===== src/rtl/spi_slave_regfile.sv =====
// SPI mode-0 slave fronting a 32 x 8-bit register file, using the 24L01 command format.
// SPI pins are oversampled on CLK; the local side gets a registered read/write port.
module spi_slave_regfile #(
  parameter int SYNC_STAGES = 2
) (
  input  logic       CLK,
  input  logic       RSTn,
  input  logic       SPI_CSN,
  input  logic       SPI_CLK,
  input  logic       SPI_MOSI,
  output logic       SPI_MISO,
  output logic       SPI_MISO_OE,
  input  logic [7:0] STATUS,
  input  logic       Loc_WR_En,
  input  logic [4:0] Loc_Addr,
  input  logic [7:0] Loc_WDat,
  output logic [7:0] Loc_RDat,
  output logic       Wr_Strobe,
  output logic [4:0] Wr_Addr,
  output logic [7:0] Wr_Dat,
  output logic       Busy
);

  typedef enum logic [1:0] {IDLE, CMD, DATA} state_t;

  state_t                 state, state_nxt;
  logic [SYNC_STAGES-1:0] sck_sync, csn_sync, mosi_sync;
  logic                   sck_d, csn_d;
  logic                   sck_s, csn_s, mosi_s;
  logic                   sck_rise, sck_fall, csn_fall, csn_rise;
  logic                   byte_full, byte_end, spi_commit;
  logic [3:0]             bit_cnt;
  logic [6:0]             rx_sh, tx_sh;
  logic [7:0]             rx_byte, tx_load;
  logic [4:0]             addr;
  logic                   is_read, is_write;
  logic [7:0]             regs [32];

  always_ff @(posedge CLK or negedge RSTn) begin
    if (!RSTn) begin
      sck_sync  <= '0;
      csn_sync  <= '1;
      mosi_sync <= '0;
      sck_d     <= 1'b0;
      csn_d     <= 1'b1;
    end else begin
      sck_sync  <= {sck_sync[SYNC_STAGES-2:0], SPI_CLK};
      csn_sync  <= {csn_sync[SYNC_STAGES-2:0], SPI_CSN};
      mosi_sync <= {mosi_sync[SYNC_STAGES-2:0], SPI_MOSI};
      sck_d     <= sck_sync[SYNC_STAGES-1];
      csn_d     <= csn_sync[SYNC_STAGES-1];
    end
  end

  assign sck_s    = sck_sync[SYNC_STAGES-1];
  assign csn_s    = csn_sync[SYNC_STAGES-1];
  assign mosi_s   = mosi_sync[SYNC_STAGES-1];
  assign sck_rise = sck_s & ~sck_d;
  assign sck_fall = ~sck_s & sck_d;
  assign csn_fall = ~csn_s & csn_d;
  assign csn_rise = csn_s & ~csn_d;

  assign rx_byte    = {rx_sh, mosi_s};
  assign byte_full  = sck_rise && (bit_cnt == 4'd7);
  assign byte_end   = sck_fall && (bit_cnt == 4'd8);
  assign spi_commit = (state == DATA) && !csn_rise && byte_full && is_write;
  assign tx_load    = is_read ? regs[addr] : 8'h00;

  always_ff @(posedge CLK or negedge RSTn) begin
    if (!RSTn) state <= IDLE;
    else       state <= state_nxt;
  end

  // NOTE: default assignment first so every path drives state_nxt and no latch is inferred.
  always_comb begin
    state_nxt = state;
    case (state)
      IDLE:    if (csn_fall) state_nxt = CMD;
      CMD:     if (csn_rise) state_nxt = IDLE;
               else if (byte_end) state_nxt = DATA;
      DATA:    if (csn_rise) state_nxt = IDLE;
      default: state_nxt = IDLE;
    endcase
  end

  always_comb begin
    Busy        = 1'b0;
    SPI_MISO_OE = 1'b0;
    if (state != IDLE) begin
      Busy        = 1'b1;
      SPI_MISO_OE = 1'b1;
    end
  end

  // NOTE: sequential state uses non-blocking assignments so every flop samples pre-edge values.
  always_ff @(posedge CLK or negedge RSTn) begin
    if (!RSTn) begin
      SPI_MISO <= 1'b0;
      tx_sh    <= '0;
      rx_sh    <= '0;
      bit_cnt  <= '0;
      addr     <= '0;
      is_read  <= 1'b0;
      is_write <= 1'b0;
    end else if (state == IDLE) begin
      if (csn_fall) begin
        tx_sh    <= STATUS[6:0];
        SPI_MISO <= STATUS[7];
        bit_cnt  <= '0;
        is_read  <= 1'b0;
        is_write <= 1'b0;
      end
    end else if (csn_rise) begin
      SPI_MISO <= 1'b0;
      bit_cnt  <= '0;
    end else if (sck_rise) begin
      rx_sh   <= rx_byte[6:0];
      bit_cnt <= bit_cnt + 4'd1;
      if (bit_cnt == 4'd7) begin
        if (state == CMD) begin
          is_read  <= (rx_byte[7:5] == 3'b000);
          is_write <= (rx_byte[7:5] == 3'b001);
          addr     <= rx_byte[4:0];
        end else begin
          addr <= addr + 5'd1;
        end
      end
    end else if (sck_fall) begin
      // Falls 1..7 shift out the current byte; the fall after the 8th rise starts the next one.
      if (bit_cnt == 4'd8) begin
        bit_cnt  <= '0;
        tx_sh    <= tx_load[6:0];
        SPI_MISO <= tx_load[7];
      end else begin
        tx_sh    <= {tx_sh[5:0], 1'b0};
        SPI_MISO <= tx_sh[6];
      end
    end
  end

  // NOTE: the register file is reset explicitly because software expects all registers to read 0.
  always_ff @(posedge CLK or negedge RSTn) begin
    if (!RSTn) begin
      for (int i = 0; i < 32; i++) regs[i] <= '0;
      Loc_RDat  <= '0;
      Wr_Strobe <= 1'b0;
      Wr_Addr   <= '0;
      Wr_Dat    <= '0;
    end else begin
      Loc_RDat  <= regs[Loc_Addr];
      Wr_Strobe <= spi_commit;
      if (Loc_WR_En) regs[Loc_Addr] <= Loc_WDat;
      // Placed after the local write so an SPI commit to the same address wins.
      if (spi_commit) begin
        regs[addr] <= rx_byte;
        Wr_Addr    <= addr;
        Wr_Dat     <= rx_byte;
      end
    end
  end

endmodule

===== config.mk =====
export PLATFORM = sky130hd
export DESIGN_NAME = spi_slave_regfile
export DESIGN_NICKNAME = d
export VERILOG_FILES = /design/src/rtl/spi_slave_regfile.sv
export SDC_FILE = /design/constraint.sdc
export NUM_CORES = 1
export LEC_CHECK = 0
export ABC_AREA = 1
export CORE_AREA = 8 8 213 418
export DETAILED_ROUTE_END_ITERATION = 6
export DIE_AREA = 0 0 221 426
export PLACE_DENSITY = 0.37
export SLEW_MARGIN = 20
export SYNTH_ARGS = -nofsm -noshare
export SYNTH_HDL_FRONTEND = slang
export SYNTH_SLANG_ARGS = --single-unit
export TNS_END_PERCENT = 10

===== constraint.sdc =====
create_clock -name CLK -period 5.95 [get_ports CLK]
set_clock_uncertainty 0.05 [all_clocks]
set_input_delay 1.19 -clock CLK [delete_from_list [all_inputs] [get_ports CLK]]
set_output_delay 1.19 -clock CLK [all_outputs]
set_load 0.02 [all_outputs]

==> flow_summary.ini <==
[run_status]
outcome = complete, but fails checks
violations = design-rule violations

[final_layout]
synthToLayoutAreaGrowth_pct = 12.9
nFillCells = 9125
layout_commonest_cell = nand2_1
layout.nets = 2675
layout_common_cells = nand2_1 (861), o21ai_0 (617), dfrtp_1 (309), nor2_1 (153), inv_1 (117)
drive_above_1_share_pct = 7.39
multi_input_area_sq_um = 9800
regArea_sq_um = 7870

[clocking]
htreeDepth = 2
root_buffer = clkbuf_16
path_clk_slew_ps = 70
cts_hold_buf = 0
cts_setup_buffers = 0
post_cts_resized = 0
worst_skew_pair.late_latency_ps = 560
cts_sinks = 314
clock_path_buffers = 3
cts_made_buffers = 35
cts_tree = done

[synthesis]
ys_ff_latch = 314
synthAdderAreaFrac_pct = 0.526
ys_types = 38
syn-num-nets = 2751
synthMuxAreaShare_pct = 0
synth_top_area_share_pct = 40.9
ys.flop_type = dfrtp_1
yosysWarnings = 0
synth_top_area_cell = dfrtp_1
seq_area_frac_synth_pct = 41.3
synth_compound_area_share_pct = 25.6
synth-simple-area-share_pct = 25.1
synthArstFlopShare_pct = 100
synth_top_family_by_area = compound AO/OA/AOI/OAI gates
syn_avg_cell_area_sq_um = 7.01
syn_area_sq_um = 19000
synthXorXnorAreaFrac_pct = 0.0920
synth_area_leaders = dfrtp_1 (41%), nand2_1 (17%), o21ai_0 (16%)
synth_edf_count = 0
synthCells = 2716

[timing]
finalCritPeriodShare_pct = 70.4
tns_ps = 0
max_freq_mhz = 239
rsz0062_at_grt = no
setup_viol = 0
finalMaxSlewViolations = 0
fin_crit_ps = 4190
worst_pin_slew_ps = 1180
finalHoldViolations = 0
relSlewSlack_pct = 21.0

[worst_setup_path]
critPathLaunchType = primary input
arrival_ps = 4620
worst_r2r_path_depth = 9
critPathRequiredTime_ps = 6380
cp_max_fo = 26
end_kind = flip-flop
worst-setup-path-type = primary input to flip-flop

[route]
via_count = 19134
wl_per_cell_microns = 25.4
detail_route.first_pass.iterations = 7
drt_wl_total_microns = 94900
antenna_left = 0
via_per_inst = 5.13
drc = 4
first_iter_violations = 1886

[placed_design]
io_buffers = 51
gp_congestion = 0.863
dp_hpwl_microns = 63900

[floorplan]
pin_count = 52
dieWidth_microns = 221
start_util_pct = 22.8
die_h_microns = 426
die_area_sq_um = 94100
fp-row-count = 150
core_area_sq_um = 83500

[grt]
antenna_found_initial = 4
grt_max_degree = 108
track_usage_pct = 19.7
grt_pass1_wl_microns = 137000
grt_pass1_vias = 18356
overflow = 0

[power]
p_leak_nw = 10.0
power.total_mw = 7.27
power.density_nw_per_um2 = 338
ir_worst_vdd_mv = 0.172

[worst_hold_path]
hold_path_depth = 0
hp-class = flip-flop to flip-flop

[run]
drv_cap = 0
-- flip-flops by register name, summed over array words and instances, names as in the netlist, 2 cells and up --
register / cells
rx_sh: 7
tx_sh: 7
mosi_sync: 2
regs: 256
bit_cnt: 4
csn_sync: 2
Wr_Addr: 5
Wr_Dat: 8
sck_sync: 2
addr: 5
state: 2
Loc_RDat: 8
-- final timing paths --
check / from / end / slack, ps
worst min register to register: mosi_sync[0] / mosi_sync[1] / 300
worst max register to register: sck_d / regs[244] / 2450
min in group asynchronous: RSTn / regs[197] / 650
worst max-delay path: Loc_Addr[0] / regs[128] / 1760
worst min-delay path: mosi_sync[0] / mosi_sync[1] / 300
max in group asynchronous: RSTn / regs[208] / 3870
-- metal layers --
metal | vias up | GRT usage (%) | part of all wire (%)
met5 | - | 0 | 0.026
met4 | 4 | 13.7 | 7.8
met3 | 236 | 2.35 | 5.0
met2 | 817 | 35.6 | 51
met1 | 9165 | 21.2 | 37
li1 | 8912 | - | -
-- Yosys cell counts, types with 7 or more instances --
cell      number
inv_1        134
a221oi_1       8
nor2_1       158
o22ai_1       21
nand2_4        7
o21ai_2       40
nor3_1        12
a22oi_1       57
nor3_2         7
buf_2         36
o21ai_0      617
buf_1         18
o21ai_1       34
clkbuf_1     140
a21oi_1       31
o211ai_1      45
buf_6          8
dfrtp_1      311
nand3_1      113
nand2_1      862
o221ai_1       8
ha_1           8
-- kinds of logic after synthesis --
group,Yosys count
buf+inv,345
fa+ha+maj,8
compound gates,870
simple gates,1177
xor+xnor,2
flops,314
-- where the power goes --
part	switching (mW)	total, mW	internal [mW]
Combinational	1.32	1.94	0.622
Sequential	0.449	3.05	2.61
Clock	1.01	2.27	1.26
Total	2.78	7.27	4.48
-- critical path, cell delays in order --
cell and delay [ps]:
clkdlybuf4s50_1 530, buf_4 440, nand2_2 530, nor2_2 770, inv_1 170, nor2_2 580, nand2_1 140, o21ai_0 110
nand2_1 60, o21ai_1 70
-- area by class of cell --
cell class	count	share of cell area [%]
timing repair buffer	93	3.97
tap	1064	6.19
antenna	1	0.0116
clock buffer	56	5.06
clock inverter	7	0.180
sequential	314	36.6
inverter	139	2.44
multi-input combinational	2057	45.6
-- metrics by stage --
stage                     setup slack (ps)  cells  utilization [%]  hold slack, ps  instance area [sq um]
after floorplan                       3320   2716                -             281                  19000
after global placement                1290   3667             24.4             288                  20400
after detailed placement              1260   3667             24.4             286                  20400
after CTS                             1840   3730             25.7             299                  21500
after global routing                  1650   3730             25.7             309                  21500
final                                 1760   3731             25.7             299                  21500
No activity file was read; power rests on OpenSTA's default activity.
